<file path="src/rtl/key_debounce_pkg.sv">
// Shared state encoding and synchroniser depth for the key debounce bank.
package key_debounce_pkg;

    localparam int SYNC_DEPTH = 2;

    typedef enum logic [3:0] {
        S_IDLE      = 4'b0001,
        S_FILTER_DN = 4'b0010,
        S_DOWN      = 4'b0100,
        S_FILTER_UP = 4'b1000
    } state_t;

endpackage

</file>
<file path="src/rtl/key_debounce_ch.sv">
// One key channel: synchroniser, polarity normalise, debounce FSM, press/release/long pulses.
// Long-press detection is built only when KEY_LONG_PRESS_EN is defined.
module key_debounce_ch
    import key_debounce_pkg::*;
#(
    parameter int DEB_CYCLES  = 2_000_000,
    parameter int HOLD_CYCLES = 100_000_000,
    parameter int ACTIVE_LOW  = 1
) (
    input  logic clk,
    input  logic rst_n,
    input  logic key_raw_i,
    output logic key_level_o,
    output logic key_down_o,
    output logic key_up_o,
    output logic key_long_o
);

    localparam int MAX_CYC = (DEB_CYCLES > HOLD_CYCLES) ? DEB_CYCLES : HOLD_CYCLES;
    localparam int CW      = $clog2(MAX_CYC + 1);
    localparam logic IDLE_LVL = (ACTIVE_LOW != 0);
    localparam logic [CW-1:0] DEB_TC = CW'(DEB_CYCLES - 1);

    if (DEB_CYCLES < 2) begin : g_deb_chk
        $error("key_debounce_ch: DEB_CYCLES must be >= 2");
    end

    logic [SYNC_DEPTH-1:0] sync_q;
    logic                  pressed;
    state_t                state_q, state_d;
    logic [CW-1:0]         deb_cnt_q, deb_cnt_d;
    logic                  down_q, down_d, up_q, up_d;

    // Reset to the idle level so leaving reset with keys released is not an edge.
    always_ff @(posedge clk or negedge rst_n) begin
        if (!rst_n) sync_q <= {SYNC_DEPTH{IDLE_LVL}};
        else        sync_q <= {sync_q[SYNC_DEPTH-2:0], key_raw_i};
    end

    assign pressed = sync_q[SYNC_DEPTH-1] ^ IDLE_LVL;

    always_comb begin
        state_d   = state_q;
        deb_cnt_d = deb_cnt_q;
        down_d    = 1'b0;
        up_d      = 1'b0;
        case (state_q)
            S_IDLE: begin
                deb_cnt_d = '0;
                if (pressed) state_d = S_FILTER_DN;
            end
            S_FILTER_DN: begin
                if (!pressed) begin
                    state_d   = S_IDLE;
                    deb_cnt_d = '0;
                end else if (deb_cnt_q == DEB_TC) begin
                    state_d   = S_DOWN;
                    deb_cnt_d = '0;
                    down_d    = 1'b1;
                end else begin
                    deb_cnt_d = deb_cnt_q + CW'(1);
                end
            end
            S_DOWN: begin
                deb_cnt_d = '0;
                if (!pressed) state_d = S_FILTER_UP;
            end
            S_FILTER_UP: begin
                if (pressed) begin
                    state_d   = S_DOWN;
                    deb_cnt_d = '0;
                end else if (deb_cnt_q == DEB_TC) begin
                    state_d   = S_IDLE;
                    deb_cnt_d = '0;
                    up_d      = 1'b1;
                end else begin
                    deb_cnt_d = deb_cnt_q + CW'(1);
                end
            end
            default: begin
                state_d   = S_IDLE;
                deb_cnt_d = '0;
            end
        endcase
    end

    always_ff @(posedge clk or negedge rst_n) begin
        if (!rst_n) begin
            state_q   <= S_IDLE;
            deb_cnt_q <= '0;
            down_q    <= 1'b0;
            up_q      <= 1'b0;
        end else begin
            state_q   <= state_d;
            deb_cnt_q <= deb_cnt_d;
            down_q    <= down_d;
            up_q      <= up_d;
        end
    end

    assign key_level_o = (state_q == S_DOWN) || (state_q == S_FILTER_UP);
    assign key_down_o  = down_q;
    assign key_up_o    = up_q;

`ifdef KEY_LONG_PRESS_EN
    localparam logic [CW-1:0] HOLD_TC  = CW'(HOLD_CYCLES - 1);
    localparam logic [CW-1:0] HOLD_SAT = CW'(HOLD_CYCLES);

    logic [CW-1:0] hold_cnt_q, hold_cnt_d;
    logic          long_q, long_d;

    // Counts only while in DOWN, frozen through release bounce, saturates so it fires once.
    always_comb begin
        hold_cnt_d = hold_cnt_q;
        long_d     = 1'b0;
        if (state_q == S_IDLE) begin
            hold_cnt_d = '0;
        end else if (state_q == S_DOWN && hold_cnt_q != HOLD_SAT) begin
            hold_cnt_d = hold_cnt_q + CW'(1);
            long_d     = (hold_cnt_q == HOLD_TC);
        end
    end

    always_ff @(posedge clk or negedge rst_n) begin
        if (!rst_n) begin
            hold_cnt_q <= '0;
            long_q     <= 1'b0;
        end else begin
            hold_cnt_q <= hold_cnt_d;
            long_q     <= long_d;
        end
    end

    assign key_long_o = long_q;
`else
    assign key_long_o = 1'b0;
`endif

endmodule

</file>
<file path="src/rtl/key_debounce_bank.sv">
// Bank of N_CH independent debounced keys; wiring only, one key_debounce_ch per channel.
// Optional long-press pulses: define KEY_LONG_PRESS_EN.
module key_debounce_bank #(
    parameter int N_CH        = 4,
    parameter int DEB_CYCLES  = 2_000_000,
    parameter int HOLD_CYCLES = 100_000_000,
    parameter int ACTIVE_LOW  = 1
) (
    input  logic            clk,
    input  logic            rst_n,
    input  logic [N_CH-1:0] key_raw,
    output logic [N_CH-1:0] key_level,
    output logic [N_CH-1:0] key_down,
    output logic [N_CH-1:0] key_up,
    output logic [N_CH-1:0] key_long
);

    if (N_CH < 1 || N_CH > 32) begin : g_nch_chk
        $error("key_debounce_bank: N_CH must be 1..32");
    end

    for (genvar i = 0; i < N_CH; i++) begin : g_ch
        key_debounce_ch #(
            .DEB_CYCLES (DEB_CYCLES),
            .HOLD_CYCLES(HOLD_CYCLES),
            .ACTIVE_LOW (ACTIVE_LOW)
        ) u_ch (
            .clk        (clk),
            .rst_n      (rst_n),
            .key_raw_i  (key_raw[i]),
            .key_level_o(key_level[i]),
            .key_down_o (key_down[i]),
            .key_up_o   (key_up[i]),
            .key_long_o (key_long[i])
        );
    end

endmodule

</file>
<file path="config.mk">
export PLATFORM = sky130hd
export DESIGN_NAME = key_debounce_bank
export DESIGN_NICKNAME = d
export VERILOG_FILES = /design/src/rtl/key_debounce_pkg.sv /design/src/rtl/key_debounce_ch.sv /design/src/rtl/key_debounce_bank.sv
export SDC_FILE = /design/constraint.sdc
export NUM_CORES = 1
export LEC_CHECK = 0
export BUFFER_PORTS_ARGS = -buffer_cell sky130_fd_sc_hd__buf_4
export CORE_MARGIN = 4
export CORE_UTILIZATION = 45
export CTS_CLUSTER_DIAMETER = 120
export DETAILED_ROUTE_END_ITERATION = 6
export GPL_ROUTABILITY_DRIVEN = 0
export PLACE_DENSITY = 0.59
export RECOVER_POWER = 50
export SLEW_MARGIN = 20
export SYNTH_ARGS = -nofsm -noshare
export SYNTH_HDL_FRONTEND = slang
export SYNTH_SLANG_ARGS = --single-unit
</file>
<file path="constraint.sdc">
create_clock -name clk -period 4.8 [get_ports clk]
set_input_delay 0.48 -clock clk [delete_from_list [all_inputs] [get_ports clk]]
set_output_delay 0.48 -clock clk [all_outputs]
set_load 0.01 [all_outputs]
</file>
== Word level (Yosys, flattened, before mapping) ==
Index checks and enable logic that the tools add are counted.
Word-level totals
  word-level logic and storage cells: 132
  output and inout port bits: 16
  register bits: 140
  input bits: 6
Cells by class
  equality and inequality tests: 36
  reduce and logical (&&, ||, !) cells: 8
  mux-type cells: 64
  add/sub/neg operators: 4
Operators with widths (count)
  $mux W27: 12
  $pmux W27 S2: 4
  $add A27 B1 Y27 const B: 4
  $eq A27 B21 Y1 const B: 4
  $mux W4: 24
  $pmux W4 S4: 4
  $mux W1: 20
  $eq A4 B1 Y1 const B: 4
  $eq A4 B2 Y1 const B: 4
  $eq A4 B3 Y1 const B: 4
  $eq A4 B4 Y1 const B: 4
  $reduce_and A4 Y1: 4
  $ne A3 B1 Y1 const B: 4
  $ne A3 B3 Y1 const B: 4
  $ne A2 B1 Y1 const B: 4
  $ne A2 B2 Y1 const B: 4
  $logic_or A1 B1 Y1: 4

== Logic depth before layout (Yosys ltp) ==
  depth in word-level cells: 4
  depth in mapped cells: 7
  gate-level depth less buffers: 5

== By module ==
From an unflattened synthesis, not the netlist that was laid out.
Unflattened totals
  cells, all modules: 753
  area, all modules: 7252.0 um^2
By module, submodules not included
  key_debounce_ch at g_ch[0].u_ch ...: seq. area each 879.6 um^2, area each 1790.5 um^2, instances 3, cells each 184
  key_debounce_ch at g_ch[3].u_ch: seq. area each 879.6 um^2, area each 1880.6 um^2, instances 1, cells each 201

== Worst setup path before layout ==
Ideal clock, no wire load.
  path kind: flip-flop to flip-flop
  start: register g_ch[3].u_ch.deb_cnt_q[0]
  end: register g_ch[3].u_ch.deb_cnt_q[20]
  stages on the path, launching flop included: 7
  path slack: 2.673 ns
  data arrival time: 2.032 ns
  buffers on the path: 1
  required time: 4.706 ns
  clock period less this slack: 2.127 ns
  setup time: 0.094 ns
  cell sequence: dfrtp_1 ha_1 nand2_1 or4_1 buf_2 or4_1 a211oi_1
On the way
  cells in the longest elaborated chain, start to end: 4
  elaborated cells between the ends (all ways): 6
  classes of those cells: add/sub (1); eq/ne (1); mux (4)
Ends and longest elaborated chain
  start, declared: line key_debounce_ch.sv:31  | logic [CW-1:0] deb_cnt_q, deb_cnt_d;
  start signal, assigned: line key_debounce_ch.sv:95  | deb_cnt_q <= deb_cnt_d;
  $add A27 B1 Y27 / $eq A27 B21 Y1 (equally long branches)
  $mux W27 *: line key_debounce_ch.sv:56, key_debounce_ch.sv:72
  $mux W27, on equally long branches: line key_debounce_ch.sv:69, key_debounce_ch.sv:53
  $pmux W27 S2 *: line key_debounce_ch.sv:47  | case (state_q)
  via g_ch[3].u_ch.deb_cnt_d[20]: line key_debounce_ch.sv:31
Mark *: on every way through the listed nets, which the timed path passes. The rest lies on a longest branch.
A chain may end at the register's enable or synchronous reset.

==> results.txt <==
----------------------------------------------------
[Route]
  Detailed-route vias per instance ... 5.712
  Number of design-rule violations left by the first detailed-router iteration ... 392
  Vias post-DR ... ~5,600
  DRC violations left ... 0
  Total wirelength of the detailed-routed design ... approximately 14,000 um
  Wire length per cell ... about 15 um
  First-pass iteration count of the detailed router ... 6
  Number of routed nets with antenna violations ... 0

[Synth]
  Ys Warns ... 0
  Top cell type's share of synthesized area ... between 40% and 50%
  Sequential area share after synthesis ... just under 50%
  Cell area after synthesis ... between 7000 and 8000 sq um
  Most used flip-flop cell after synthesis ... sky130_fd_sc_hd__dfrtp_1
  Synth unique cells ... between 40 and 50
  Async set-or-reset flop fraction in the synthesized netlist ... 100.0%
  Number of flops mapped to enable cells by yosys ... 0
  Largest cells by area after synthesis ... sky130_fd_sc_hd__dfrtp_1, sky130_fd_sc_hd__dfstp_2, sky130_fd_sc_hd__nor2_1
  Number of cells produced by synthesis ... around 770
  Post-Synthesis Mean Instance Area ... about 9.4 sq um
  Library cell with the largest summed area after synthesis ... sky130_fd_sc_hd__dfrtp_1
  Synthesis-stage register bit count ... 140

[Pwr]
  Maximum vdd ir drop ... ~0.27 mV
  Sequential share of power ... a little under half
  Power per standard cell area ... about 330 nW/um^2
  Cell leakage power ... approximately 3.0 nW
  Total power after layout ... around 2.6 mW
  Switching share of power ... ~23%
  Internal power ... between 2 and 2.5 mW
  Power spent charging and discharging nets ... about 0.59 mW
  Share of power burned in combinational logic ... 4.3%
  Power share of the clock group ... a little under half

[Setup path]
  Critical path capture point type ... async pin
  Worst Path Buf+Inv ... 2
  Delay of the slowest critical-path stage ... 1.77 ns
  List of cells traversed by the critical path ... clkbuf_2, clkbuf_2
  Critical path launch point type ... input port
  Gate family responsible for the most delay along the worst path ... buffers and inverters
  CP most frequent cell ... sky130_fd_sc_hd__clkbuf_2
  Slowest cell on the critical path ... sky130_fd_sc_hd__clkbuf_2
  Worst Path Class, Setup ... in -> async
  Arrival time of data at the critical path endpoint ... ~3.3 ns
  Critical path required time ... ~5.2 ns
  Critical Path Fanout Max ... approximately 100

[Floorplan]
  Boundary pin count ... 22
  Die Outline Area ... about 18,000 sq um
  Y dimension of the die ... ~130 um
  Number of rows in the core area ... 46
  Die boundary width ... around 130 um
  Initial standard-cell utilization of the core ... 45.79%
  Core area ... around 16,000 sq um

[Clock network]
  Total of hold buffers inserted after clock tree synthesis ... 0
  Root buf cell ... sky130_fd_sc_hd__clkbuf_16
  Setup Buffers After CTS ... 0
  CTS clk-pin slew, worst paths ... 0.06 ns
  Total clock buffers created by CTS ... 17
  Clock buffer depth ... 2
  CTS tree ... built
  Clock latency of the later-clocked register in the worst-skew pair ... ~0.42 ns
  H-Tree Depth ... 4
  Post_cts resized ... 0
  # clock sinks ... 140

[GRT]
  Overall global routing resource usage ... around 17%
  Via count of the first global-routing pass ... 5,409
  Wire length of the first global-routing pass ... between 20,000 and 30,000 um
  Initial antenna violation count ... 0
  Grt ovf ... 0
  Maximum number of pins on one net before global-route repair ... roughly 100

[STA]
  Number of slew-limit violations in the final report ... 102
  Max-slew headroom ... -71.68%
  Total setup violations reported at the end of the flow ... 0
  RSZ-0062 raised after global routing ... no
  Final Hold Violating Endpoints ... 0
  Final setup slack of the worst path ... 1.905 ns
  Hold WS ... about 0.17 ns
  Highest attainable clock frequency ... around 350 MHz
  Max Clock Skew ... around 0.012 ns
  Slew at the pin closest to its max-slew limit ... 2.575 ns
  Final total negative setup slack ... 0 ns
  Min Clock Period, post-route ... around 2.9 ns
  Fin crit share ... about three fifths

[Layout]
  Fraction of final layout cells sized beyond drive strength 1 ... slightly above 8%
  Area grow syn2layout ... 9.772%
  Net total in the final layout ... around 770
  Number of standard cells in the final layout excluding fillers ... roughly 1,000
  Antenna cell count ... 0

[Flow run]
  Number of max-cap violations ... 1

[Place]
  # placed instances ... 956
  Placed wire-length estimate ... a little over 9000 um
  Port Buffer Count ... 17
  Worst slack after detailed placement ... roughly 2.4 ns

[Hold path]
  Path class of the lowest-slack min-delay path ... in -> reg

[Outcome]
  Run status ... finished with violations
  Violated checks ... capacitance limit, slew limit

----------------------------------------------------
==> worst paths after layout <==
kind                                                startpoint                              endpoint  slack, ns  cells past startpoint
setup / recovery                                         rst_n  g_ch[3].u_ch.deb_cnt_q[20]$_DFF_PN0_       1.91                      2
hold / removal                                      key_raw[1]      g_ch[1].u_ch.sync_q[0]$_DFF_PN1_       0.17                      1
setup reg to reg           g_ch[3].u_ch.deb_cnt_q[0]$_DFF_PN0_  g_ch[3].u_ch.deb_cnt_q[26]$_DFF_PN0_       2.41                      5
hold reg to reg               g_ch[3].u_ch.sync_q[0]$_DFF_PN1_      g_ch[3].u_ch.sync_q[1]$_DFF_PN1_       0.35                      0
max in group clk           g_ch[3].u_ch.deb_cnt_q[0]$_DFF_PN0_  g_ch[3].u_ch.deb_cnt_q[26]$_DFF_PN0_       2.41                      5
min in group asynchronous                                rst_n  g_ch[0].u_ch.deb_cnt_q[21]$_DFF_PN0_       0.84                      1
==> registers in the layout (all words and copies together) (netlist names) <==
| signal | flops |
|---|---|
| g_ch.u_ch.sync_q | 8 |
| g_ch.u_ch.key_down_o | 4 |
| g_ch.u_ch.deb_cnt_q | 108 |
| g_ch.u_ch.state_q | 16 |
| g_ch.u_ch.key_up_o | 4 |
==> stage by stage <==
step / util [%] / area (sq um)
6_report: 50.26 / 7955
5_1_grt: 50.26 / 7955
4_1_cts: 50.53 / 7998
3_5_place_dp: 47.00 / 7438
3_3_place_gp: 47.00 / 7438
2_1_floorplan: - / 7258
==> cells in the final DEF (no fill, tap or decap), types with 5 or more instances in the layout <==
cell                          n
sky130_fd_sc_hd__nand3_1     37
sky130_fd_sc_hd__dfrtp_1    128
sky130_fd_sc_hd__nand4_1     34
sky130_fd_sc_hd__nand2_1     40
sky130_fd_sc_hd__or4_1       23
sky130_fd_sc_hd__nand2b_1    14
sky130_fd_sc_hd__a2111oi_0    5
sky130_fd_sc_hd__or2_2        5
sky130_fd_sc_hd__nor2b_1     11
sky130_fd_sc_hd__inv_1       15
sky130_fd_sc_hd__o21ai_0     39
sky130_fd_sc_hd__a31oi_1      7
sky130_fd_sc_hd__dfstp_2     12
sky130_fd_sc_hd__buf_4        8
sky130_fd_sc_hd__clkbuf_1    12
sky130_fd_sc_hd__o31ai_1     22
sky130_fd_sc_hd__xnor2_1     26
sky130_fd_sc_hd__and3_1      20
sky130_fd_sc_hd__nor3_1      29
sky130_fd_sc_hd__clkbuf_16   17
sky130_fd_sc_hd__nor4b_1      9
sky130_fd_sc_hd__clkinv_2     6
sky130_fd_sc_hd__or3_1       30
sky130_fd_sc_hd__o211ai_1     6
sky130_fd_sc_hd__a21oi_1     41
sky130_fd_sc_hd__xor2_1      27
sky130_fd_sc_hd__nor2_1      68
sky130_fd_sc_hd__nor4_1      14
sky130_fd_sc_hd__a211oi_1    11
sky130_fd_sc_hd__and4_1      12
==> cell usage after synthesis (2+ instances only) <==
cell	instances
sky130_fd_sc_hd__o311a_1	2
sky130_fd_sc_hd__a2111oi_0	5
sky130_fd_sc_hd__nand3_1	37
sky130_fd_sc_hd__o31ai_1	22
sky130_fd_sc_hd__nand2_1	40
sky130_fd_sc_hd__o211ai_1	6
sky130_fd_sc_hd__buf_4	16
sky130_fd_sc_hd__xor2_1	27
sky130_fd_sc_hd__xnor2_1	26
sky130_fd_sc_hd__nand2b_1	14
sky130_fd_sc_hd__ha_1	4
sky130_fd_sc_hd__or4_1	23
sky130_fd_sc_hd__nor4_1	14
sky130_fd_sc_hd__o21bai_1	2
sky130_fd_sc_hd__a211oi_1	11
sky130_fd_sc_hd__nor2b_1	11
sky130_fd_sc_hd__or3_1	30
sky130_fd_sc_hd__a21oi_1	41
sky130_fd_sc_hd__nor2_1	68
sky130_fd_sc_hd__clkbuf_1	36
sky130_fd_sc_hd__nand4_1	34
sky130_fd_sc_hd__and2_1	2
sky130_fd_sc_hd__inv_1	15
sky130_fd_sc_hd__nor3b_1	2
sky130_fd_sc_hd__or2_2	5
sky130_fd_sc_hd__nor4b_1	9
sky130_fd_sc_hd__and3_1	20
sky130_fd_sc_hd__a31oi_1	7
sky130_fd_sc_hd__o21a_1	3
sky130_fd_sc_hd__dfstp_2	12
sky130_fd_sc_hd__and4_1	12
sky130_fd_sc_hd__dfrtp_1	128
sky130_fd_sc_hd__nand3b_1	2
sky130_fd_sc_hd__nor3_1	30
sky130_fd_sc_hd__o21ai_0	39
==> layer usage <==
metal	GRT usage, %	up-vias	part of all wire, %
met3	4.322	16	2.4
met4	5.204	0	1.1
li1	-	2792	-
met2	26.49	51	47
met1	22.89	2784	50
met5	0	-	0
==> power groups by stage <==
| stage | registers [mW] | logic [mW] | clock network (mW) |
|---|---|---|---|
| after floorplan | 1.24 | 0.0982 | 0 |
| after global placement | 1.27 | 0.112 | 0 |
| after detailed placement | 1.27 | 0.115 | 0 |
| after CTS | 1.25 | 0.115 | 1.28 |
| after global routing | 1.25 | 0.131 | 1.33 |
| final | 1.25 | 0.111 | 1.24 |
==> final cells by class <==
type | count | area [sq um]
fillers | 1467 | 7873
flip-flops and latches | 140 | 3518
multi-input cells | 562 | 3417
clock buffers | 24 | 491.7
well taps | 216 | 270.3
repair buffers | 23 | 133.9
clock inverters | 8 | 67.56
inverters | 15 | 56.30
==> cell families (layout without fill, tap and decap cells) <==
group | count (synthesis) | in the layout | synth area share [%]
adders and majority gates | 4 | 4 | 0.6906
other | 1 | 4 | 0.05175
xor gates and xnor gates | 53 | 53 | 6.405
and+or+nand+nor | 359 | 359 | 27.78
buffers and inverters | 69 | 70 | 4.523
DFF | 140 | 140 | 48.55
AOI/OAI and AO/OA | 142 | 142 | 12.00
Note: power is estimated with default switching activity, not from simulation.
